--- src/rtl/fill_offset_encoder_if.sv ---
// rtl/fill_offset_encoder_if.sv - signal bundle between a fill requester and the fill offset encoder
//
// Purpose: groups the fill request, returning-word and status signals of the
//          fill offset encoder so they travel as one port.
// Signals:
//   start, set_enable[63:0], abort       fill request / cancel (requester -> encoder)
//   word_valid, word_select[7:0]         returning memory word (requester -> encoder)
//   busy, set_index[5:0], set_err        fill status (encoder -> requester)
//   offset[2:0], offset_valid, word_err  per-word result (encoder -> requester)
//   filled[7:0], fill_done               fill progress (encoder -> requester)
// Modports: master drives requests, slave is the encoder.
interface fill_offset_encoder_if;
  logic        start;
  logic [63:0] set_enable;
  logic        abort;
  logic        word_valid;
  logic [7:0]  word_select;
  logic        busy;
  logic [5:0]  set_index;
  logic        set_err;
  logic [2:0]  offset;
  logic        offset_valid;
  logic        word_err;
  logic [7:0]  filled;
  logic        fill_done;

  modport master (
    output start, set_enable, abort, word_valid, word_select,
    input  busy, set_index, set_err, offset, offset_valid, word_err, filled, fill_done
  );

  modport slave (
    input  start, set_enable, abort, word_valid, word_select,
    output busy, set_index, set_err, offset, offset_valid, word_err, filled, fill_done
  );
endinterface

--- src/rtl/fill_offset_encoder.sv ---
// rtl/fill_offset_encoder.sv - tracks an 8-word block fill and encodes set and word positions
//
// Purpose: on start, latches the binary encoding of a one-hot set select, then
//          accepts the 8 words of the block in any order, reporting each
//          accepted word's binary offset and rejecting bad or duplicate words.
//          Pulses fill_done once all 8 words are in.
// Ports:
//   clk  sole clock, rising edge
//   rst  asynchronous active-high reset
//   bus  fill_offset_encoder_if.slave (request inputs, registered status outputs)
module fill_offset_encoder (
  input logic                  clk,
  input logic                  rst,
  fill_offset_encoder_if.slave bus
);

  typedef enum logic [1:0] {
    IDLE = 2'd0,
    FILL = 2'd1,
    DONE = 2'd2
  } state_t;

  state_t      state;
  logic        busy_q;
  logic [5:0]  set_index_q;
  logic        set_err_q;
  logic [2:0]  offset_q;
  logic        offset_valid_q;
  logic        word_err_q;
  logic [7:0]  filled_q;
  logic        fill_done_q;

  // OR-ing the positions of all set bits gives the index when exactly one is set;
  // callers discard the result otherwise.
  function automatic logic [5:0] encode64(input logic [63:0] v);
    logic [5:0] idx;
    idx = '0;
    for (int i = 0; i < 64; i++) begin
      if (v[i]) idx = idx | 6'(i);
    end
    return idx;
  endfunction

  function automatic logic [2:0] encode8(input logic [7:0] v);
    logic [2:0] idx;
    idx = '0;
    for (int i = 0; i < 8; i++) begin
      if (v[i]) idx = idx | 3'(i);
    end
    return idx;
  endfunction

  logic        set_onehot;
  logic [5:0]  set_idx;
  logic        word_onehot;
  logic [2:0]  word_idx;
  logic        word_ok;
  logic [7:0]  filled_next;

  always_comb begin
    set_onehot  = ($countones(bus.set_enable) == 1);
    set_idx     = set_onehot ? encode64(bus.set_enable) : 6'd0;
    word_onehot = ($countones(bus.word_select) == 1);
    word_idx    = encode8(bus.word_select);
    // A word is accepted only if it names a single position not yet filled.
    word_ok     = word_onehot && !filled_q[word_idx];
    filled_next = filled_q | bus.word_select;
  end

  always_ff @(posedge clk or posedge rst) begin
    if (rst) begin
      state          <= IDLE;
      busy_q         <= 1'b0;
      set_index_q    <= '0;
      set_err_q      <= 1'b0;
      offset_q       <= '0;
      offset_valid_q <= 1'b0;
      word_err_q     <= 1'b0;
      filled_q       <= '0;
      fill_done_q    <= 1'b0;
    end else begin
      offset_valid_q <= 1'b0;
      word_err_q     <= 1'b0;
      fill_done_q    <= 1'b0;
      case (state)
        IDLE: begin
          if (bus.start) begin
            state       <= FILL;
            busy_q      <= 1'b1;
            set_index_q <= set_idx;
            set_err_q   <= !set_onehot;
            filled_q    <= '0;
          end
        end
        FILL: begin
          // abort wins over a word returning in the same cycle
          if (bus.abort) begin
            state    <= IDLE;
            busy_q   <= 1'b0;
            filled_q <= '0;
          end else if (bus.word_valid) begin
            if (word_ok) begin
              offset_q       <= word_idx;
              offset_valid_q <= 1'b1;
              filled_q       <= filled_next;
              if (filled_next == 8'hFF) begin
                state       <= DONE;
                fill_done_q <= 1'b1;
              end
            end else begin
              word_err_q <= 1'b1;
            end
          end
        end
        DONE: begin
          state  <= IDLE;
          busy_q <= 1'b0;
        end
        default: begin
          state  <= IDLE;
          busy_q <= 1'b0;
        end
      endcase
    end
  end

  assign bus.busy         = busy_q;
  assign bus.set_index    = set_index_q;
  assign bus.set_err      = set_err_q;
  assign bus.offset       = offset_q;
  assign bus.offset_valid = offset_valid_q;
  assign bus.word_err     = word_err_q;
  assign bus.filled       = filled_q;
  assign bus.fill_done    = fill_done_q;

endmodule

--- src/flat_wrapper.sv ---
// flat-port wrapper written by rule: the top's interface ports become plain ports
module fill_offset_encoder_flat 
  (clk, rst, bus_start, bus_set_enable, bus_abort, bus_word_valid, bus_word_select, bus_busy, bus_set_index, bus_set_err, bus_offset, bus_offset_valid, bus_word_err, bus_filled, bus_fill_done);
  fill_offset_encoder_if bus_i ();
  input logic clk;
  input logic rst;
  input wire logic [$bits(bus_i.start)-1:0] bus_start;
  input wire logic [$bits(bus_i.set_enable)-1:0] bus_set_enable;
  input wire logic [$bits(bus_i.abort)-1:0] bus_abort;
  input wire logic [$bits(bus_i.word_valid)-1:0] bus_word_valid;
  input wire logic [$bits(bus_i.word_select)-1:0] bus_word_select;
  output wire logic [$bits(bus_i.busy)-1:0] bus_busy;
  output wire logic [$bits(bus_i.set_index)-1:0] bus_set_index;
  output wire logic [$bits(bus_i.set_err)-1:0] bus_set_err;
  output wire logic [$bits(bus_i.offset)-1:0] bus_offset;
  output wire logic [$bits(bus_i.offset_valid)-1:0] bus_offset_valid;
  output wire logic [$bits(bus_i.word_err)-1:0] bus_word_err;
  output wire logic [$bits(bus_i.filled)-1:0] bus_filled;
  output wire logic [$bits(bus_i.fill_done)-1:0] bus_fill_done;
  assign bus_i.start = bus_start;
  assign bus_i.set_enable = bus_set_enable;
  assign bus_i.abort = bus_abort;
  assign bus_i.word_valid = bus_word_valid;
  assign bus_i.word_select = bus_word_select;
  assign bus_busy = bus_i.busy;
  assign bus_set_index = bus_i.set_index;
  assign bus_set_err = bus_i.set_err;
  assign bus_offset = bus_i.offset;
  assign bus_offset_valid = bus_i.offset_valid;
  assign bus_word_err = bus_i.word_err;
  assign bus_filled = bus_i.filled;
  assign bus_fill_done = bus_i.fill_done;
  fill_offset_encoder u_core (.clk(clk), .rst(rst), .bus(bus_i));
endmodule
--- config.mk ---
export PLATFORM = sky130hd
export DESIGN_NAME = fill_offset_encoder_flat
export DESIGN_NICKNAME = d
export VERILOG_FILES = /design/src/rtl/fill_offset_encoder_if.sv /design/src/rtl/fill_offset_encoder.sv /design/src/flat_wrapper.sv
export SDC_FILE = /design/constraint.sdc
export NUM_CORES = 1
export LEC_CHECK = 0
export CAP_MARGIN = 30
export CORE_MARGIN = 2
export CORE_UTILIZATION = 51
export DETAILED_ROUTE_END_ITERATION = 7
export GPL_TIMING_DRIVEN = 0
export MAX_ROUTING_LAYER = met4
export PLACE_DENSITY = 0.88
export SLEW_MARGIN = 20
export SYNTH_ARGS = -nofsm -noshare
export SYNTH_HDL_FRONTEND = slang
export SYNTH_SLANG_ARGS = --single-unit
--- constraint.sdc ---
create_clock -name clk -period 2.6 [get_ports clk]
set_input_delay 0.65 -clock clk [delete_from_list [all_inputs] [get_ports clk]]
set_output_delay 0.65 -clock clk [all_outputs]
set_load 0.01 [all_outputs]
==> run_results.csv <==
group,metric,value,unit
outcome,status,"finished, violations left",
floorplanning,initial_core_util,53.1,%
timing,maxSlewHeadroom,53.2,%
yosys,yosys.area.top_type,"fa_1",
yosys,synthMuxAreaShare,2.29,%
clock_network,cts_tree,"yes",
timing,fin_crit,6050,ps
placed_design,pre_cts_ws,-4290,ps
finish,finish.utilization,74.5,%
floorplanning,io_pins,99,
yosys,yosys.area_share.adder,51.2,%
finish,finish.instance_area,5430,um^2
yosys,synth-seq-cells,24,
route,drc,0,
setup_path,path_max_fanout,3,
timing,worst_slew_pin_slew,695,ps
timing,rsz0062_at_grt,"true",
global_routing,grt_pass1_wl,18900,um
floorplanning,fp.dieH,91.2,um
global_routing,antenna_found_initial,0,
placed_design,routabilityCongestion,0.925,
setup_path,critPathKind,"primary input to flop",
yosys,syn_area,3870,um^2
power_and_ir_drop,power_density,1290,nW/um^2
power_and_ir_drop,ir_drop,1570,uV
finish,n_fill_cell,523,
clock_network,cts_root_buf,"clkbuf_8",
yosys,synth_commonest_cells,"inv_1, fa_1, ha_1, dfrtp_1, nor4_1",
yosys,synth-xor-area-share,0,%
placed_design,dp_hpwl,9730,um
setup_path,crit_arrival,6260,ps
setup_path,critPathLaunchType,"primary input",
global_routing,gr-total-overflow,0,
global_routing,groute.usage.overall,30.1,%
placed_design,io_buffer_count,98,
clock_network,htree_levels,1,
global_routing,met3_usage,3.24,%
run,drv_cap,0,
timing,skew,6.74,ps
yosys,synth_top_family_by_area,"adder cells",
yosys,yosys_most_used_dff,"dfrtp_1",
clock_network,clock-sinks,24,
floorplanning,coreArea,7290,um^2
clock_network,cts.clk_slew.worst_paths,80,ps
route,wire_per_inst,19.8,um
power_and_ir_drop,leakage,0.00257,uW
setup_path,cp-end-kind,"flop",
yosys,yosys.area_share.simple,12.2,%
timing,hold_slack,504,ps
placed_design,place_area,5090,um^2
yosys,yosysMostFrequentCell,"inv_1",
global_routing,grt_max_degree,25,
global_routing,first_global_vias,3778,
yosys,synth_cell_types,42,
floorplanning,die_x,91.2,um
yosys,yosysWarningCount,0,
yosys,ys_top_cells_by_area,"fa_1, ha_1, dfrtp_1, inv_1, nor4_1",
global_routing,grt_use_met1,37.4,%
setup_path,required,2810,ps
placed_design,dp_cells,591,
yosys,synth-edff-count,0,
clock_network,cts_hold_buf,0,
finish,instances_no_fill,607,
yosys,avgSynthCellArea,9.83,um^2
route,vias,3373,
outcome,violations,"negative setup slack",
yosys,ys_seq_area_share,15.5,%
finish,drive_gt1_share,28.3,%
global_routing,grtUsageMet2,51.4,%
timing,finalCritPeriodShare,233,%
yosys,syn_inst,394,
route,viasPerCell,5.56,
floorplanning,dieArea,8310,um^2
route,drtPass1Iterations,4,
route,routed_wl,12000,um
yosys,ys_async_sr_fraction,100,%
yosys,synth_nets,591,
route,drtIter0Drc,212,
route,ant_nets,0,
floorplanning,row_count,31,
timing,finalMaxSlewViolations,0,
finish,layout.nets,706,
timing,fmax,0.165,GHz
timing,final-setup-viol-count,23,
finish,diodes,0,
finish,area_delta_synth_final,40.1,%
global_routing,gr-max-usage-layer,"met2",
clock_network,cts_buffers,3,
clock_network,clock_path_buffers,2,
timing,fin_ws,-3450,ps
yosys,synth_top_cell_area_share,33.1,%
timing,hold_viol_final,0,
clock_network,insertion_delay,280,ps
min_path,hold_class,"flop to flop",
yosys,synth_compound_area_share,6.65,%
==> path summary, 6_finish.rpt <==
kind	to	slack [ps]	depth (start not counted)	start
max	u_core.bus.set_index[5]	-3450	21	bus_set_enable[6]
min	u_core.bus.set_index[4]	500	2	u_core.bus.set_index[4]
max reg2reg	u_core.bus.offset[1]	590	5	u_core.bus.filled[7]
min reg2reg	u_core.bus.set_index[4]	500	2	u_core.bus.set_index[4]
max in group asynchronous	u_core.bus.filled[2]	1460	3	rst
min in group asynchronous	u_core.bus.offset[1]	670	2	rst
==> registers in the layout, summed over array words and instances (netlist names) <==
register,flops
u_core.bus.set_index,6
u_core.bus.fill_done,1
u_core.bus.busy,1
u_core.state,2
u_core.bus.word_err,1
u_core.bus.offset,3
u_core.bus.offset_valid,1
u_core.bus.set_err,1
u_core.bus.filled,8
==> metal layers <==
layer  wire, um  up-vias
li1           -     1491
met1       4790     1671
met2       6040      172
met3        745       39
met4        451        0
met5          0        -
==> final cells by class <==
cell class	count	area (um^2)	share of cell area, %
Timing Repair Buffer	110	1010	18.6
Inverter	123	467	8.60
Tap cell	99	124	2.28
Multi-Input combinational cell	245	3160	58.2
Buffer	2	8.76	0.161
Sequential cell	24	601	11.1
Clock buffer	4	55.1	1.01
==> cells in the final DEF, fill, tap and decap left out, types with 3 or more instances in the layout <==
cell | netlist | routed
and3_1 | 3 | 3
nand3_1 | 7 | 7
buf_6 | 0 | 18
inv_1 | 123 | 93
o211ai_1 | 5 | 5
buf_4 | 0 | 9
ha_1 | 56 | 33
or4_1 | 3 | 3
nand2_1 | 14 | 14
dfrtp_1 | 24 | 24
ha_2 | 0 | 5
mux2_4 | 3 | 4
clkbuf_8 | 0 | 4
nand2b_1 | 3 | 3
nor4_1 | 18 | 18
nand4_1 | 4 | 4
buf_8 | 0 | 4
buf_2 | 1 | 21
dlygate4sd2_1 | 0 | 11
o21ai_2 | 0 | 4
nor2_1 | 15 | 15
clkdlybuf4s50_1 | 0 | 44
ha_4 | 0 | 18
o22ai_1 | 4 | 4
inv_2 | 0 | 28
fa_2 | 0 | 8
a21oi_1 | 6 | 6
nor3_1 | 7 | 7
fa_1 | 64 | 56
==> worst max-delay path, stage by stage <==
cell,delay (ps)
buf_2,140
ha_4,270
inv_2,30
fa_1,550
inv_2,40
fa_2,490
fa_2,570
inv_2,50
fa_2,470
fa_2,580
inv_2,40
fa_2,380
inv_2,70
fa_1,370
inv_1,70
ha_2,190
fa_1,430
nor4b_2,230
o211ai_1,200
or2_4,300
o21ai_2,130
==> report_power, final <==
group	switching, uW	internal [uW]	total, uW
sequential	32.7	423	456
combinational	3370	2920	6290
clock	134	136	270
total	3530	3480	7010
==> cells by family after synthesis <==
kind of cell / after synthesis
DFF: 24
adders and majority gates: 120
and+or+nand+nor: 86
AOI/OAI and AO/OA: 33
muxes: 6
buffers and inverters: 125
==> through the flow <==
step | power (uW) | setup TNS, ps
2_1_floorplan | 4940 | -45650
3_3_place_gp | 5980 | -64570
3_5_place_dp | 6380 | -66800
4_1_cts | 6700 | -46780
5_1_grt | 7720 | -49400
6_report | 7010 | -47100
==> timing repair <==
| action | in CTS | in global routing |
|---|---|---|
| setup endpoints to repair | 23 | 23 |
| gates resized for setup | 257 | 13 |
| gates cloned | 0 | 0 |
| setup buffers | 7 | 4 |
| pin swaps | 52 | 7 |
No activity file was read; power rests on OpenSTA's default activity.
==> variant (same flow settings) <==
The 3 states of `state_t` get a one-hot encoding in 3 bits. Comments in the files are not updated.
--- a/src/rtl/fill_offset_encoder.sv
+++ b/src/rtl/fill_offset_encoder.sv
@@ -14,10 +14,10 @@
   fill_offset_encoder_if.slave bus
 );
 
-  typedef enum logic [1:0] {
-    IDLE = 2'd0,
-    FILL = 2'd1,
-    DONE = 2'd2
+  typedef enum logic [2:0] {
+    IDLE = 3'b001,
+    FILL = 3'b010,
+    DONE = 3'b100
   } state_t;
 
   state_t      state;
Formal check against the unedited RTL: same outputs for any inputs over 4 cycles, from zero or initial values and one cycle with rst high; so few cycles prove little.
==> variant against the unedited design <==
  * The run still ends with negative setup slack left
  * Synthesized cell count increased by 0.51%
  * Final cell count increased by 0.49%
  * Sequential cell count increased by 1
  * Count of clock-buffer cells in the layout decreased by 1
  * Combinational power increased by 7.6%
  * Fmax decreased by 0.46%
  * Final area increased by 2.0%
  * Non-clock buffer count increased by 1
  * Wire length increased by 9.8%
  * Die area about the same
  * Power increased by 6.8%
  * Setup slack got worse by 0.028 ns
  * Area after synthesis about the same
  * Highest routed layer unchanged
==> variant: results (changes against the unedited design) <==
multi_input_area_share: 0.578  # was 0.582
switching_share: 0.518  # was 0.504
nets: 709  # was 706
final-clk-cell-share: 0.00881  # was 0.0101
post_route_cells_drive_above_1_share: 0.286  # was 0.283
grt_pass1_vias: 4036  # was 3778
p_comb_frac: 0.904  # was 0.896
ir_worst_vdd_mv: 1.43  # was 1.57 mV
pwr-share-seq: 0.062  # was 0.065
stdcell_count: 610  # was 607
wl_per_cell_um: 21.7  # was 19.8 µm
wl_met3_um: 996  # was 745 µm
finalSetupTns_ns: -37.02  # was -47.10 ns
r2r_end: "u_core.state[1]"  # was u_core.bus.offset[1]
synth.ff_latch_count: 25  # was 24
finClkSkew_ns: 0.0110  # was 0.00674 ns
violations: "negative setup slack"  # unchanged
layout_setup_ws_ns: -3.47  # was -3.45 ns
m1WireLength_um: 4650  # was 4790 µm
setup_violations: 23  # unchanged
dp_hpwl_um: 9890  # was 9730 µm
first_pass_iters: 5  # was 4
buf_share: 0.196  # was 0.188
n_all_buffers: 113  # was 112
synth_fa_ha_area_frac: 0.511  # was 0.512
dp_cells: 593  # was 591
grt_pass1_wl_um: 20400  # was 18900 µm
synthMuxAreaShare: 0.0123  # was 0.0229
inverters: 118  # was 123
cp_data_arrival_time_ns: 6.24  # was 6.26 ns
grt_use_total: 0.328  # was 0.301
routed-via-count: 3583  # was 3373
seq_share: 0.113  # was 0.111
gr-usage-met1: 0.367  # was 0.374
syn_avg_cell_area_um2: 9.79  # was 9.83 µm²
status: "complete, but fails checks"  # unchanged
drtIter0Drc: 182  # was 212
variant: worst max-delay path by stage:
stage,startpoint,to,slack (ns),depth (start not counted)
6_report,bus_set_enable[4],u_core.bus.set_err,-3.47,20
5_1_grt,bus_set_enable[33],u_core.bus.set_err,-3.60,22
4_1_cts,bus_set_enable[10],u_core.bus.set_err,-3.56,23
3_5_place_dp,bus_set_enable[17],u_core.bus.set_index[3],-4.50,19
3_3_place_gp,bus_set_enable[26],u_core.bus.set_index[2],-4.19,18
2_1_floorplan,bus_set_enable[25],u_core.bus.set_err,-3.22,19
variant: metrics by stage:
step                      instance area, µm²  setup slack (ns)
after floorplan                         3990             -3.22
after global placement                  5090             -4.19
after detailed placement                5090             -4.50
after CTS                               5390             -3.56
after global routing                    5540             -3.60
final                                   5540             -3.47
variant: logic make-up after synthesis:
| kind of cell | after synthesis |
|---|---|
| buffers and inverters | 120 |
| muxes | 3 |
| and+or+nand+nor | 92 |
| DFF | 25 |
| AOI/OAI and AO/OA | 36 |
| adders and majority gates | 120 |
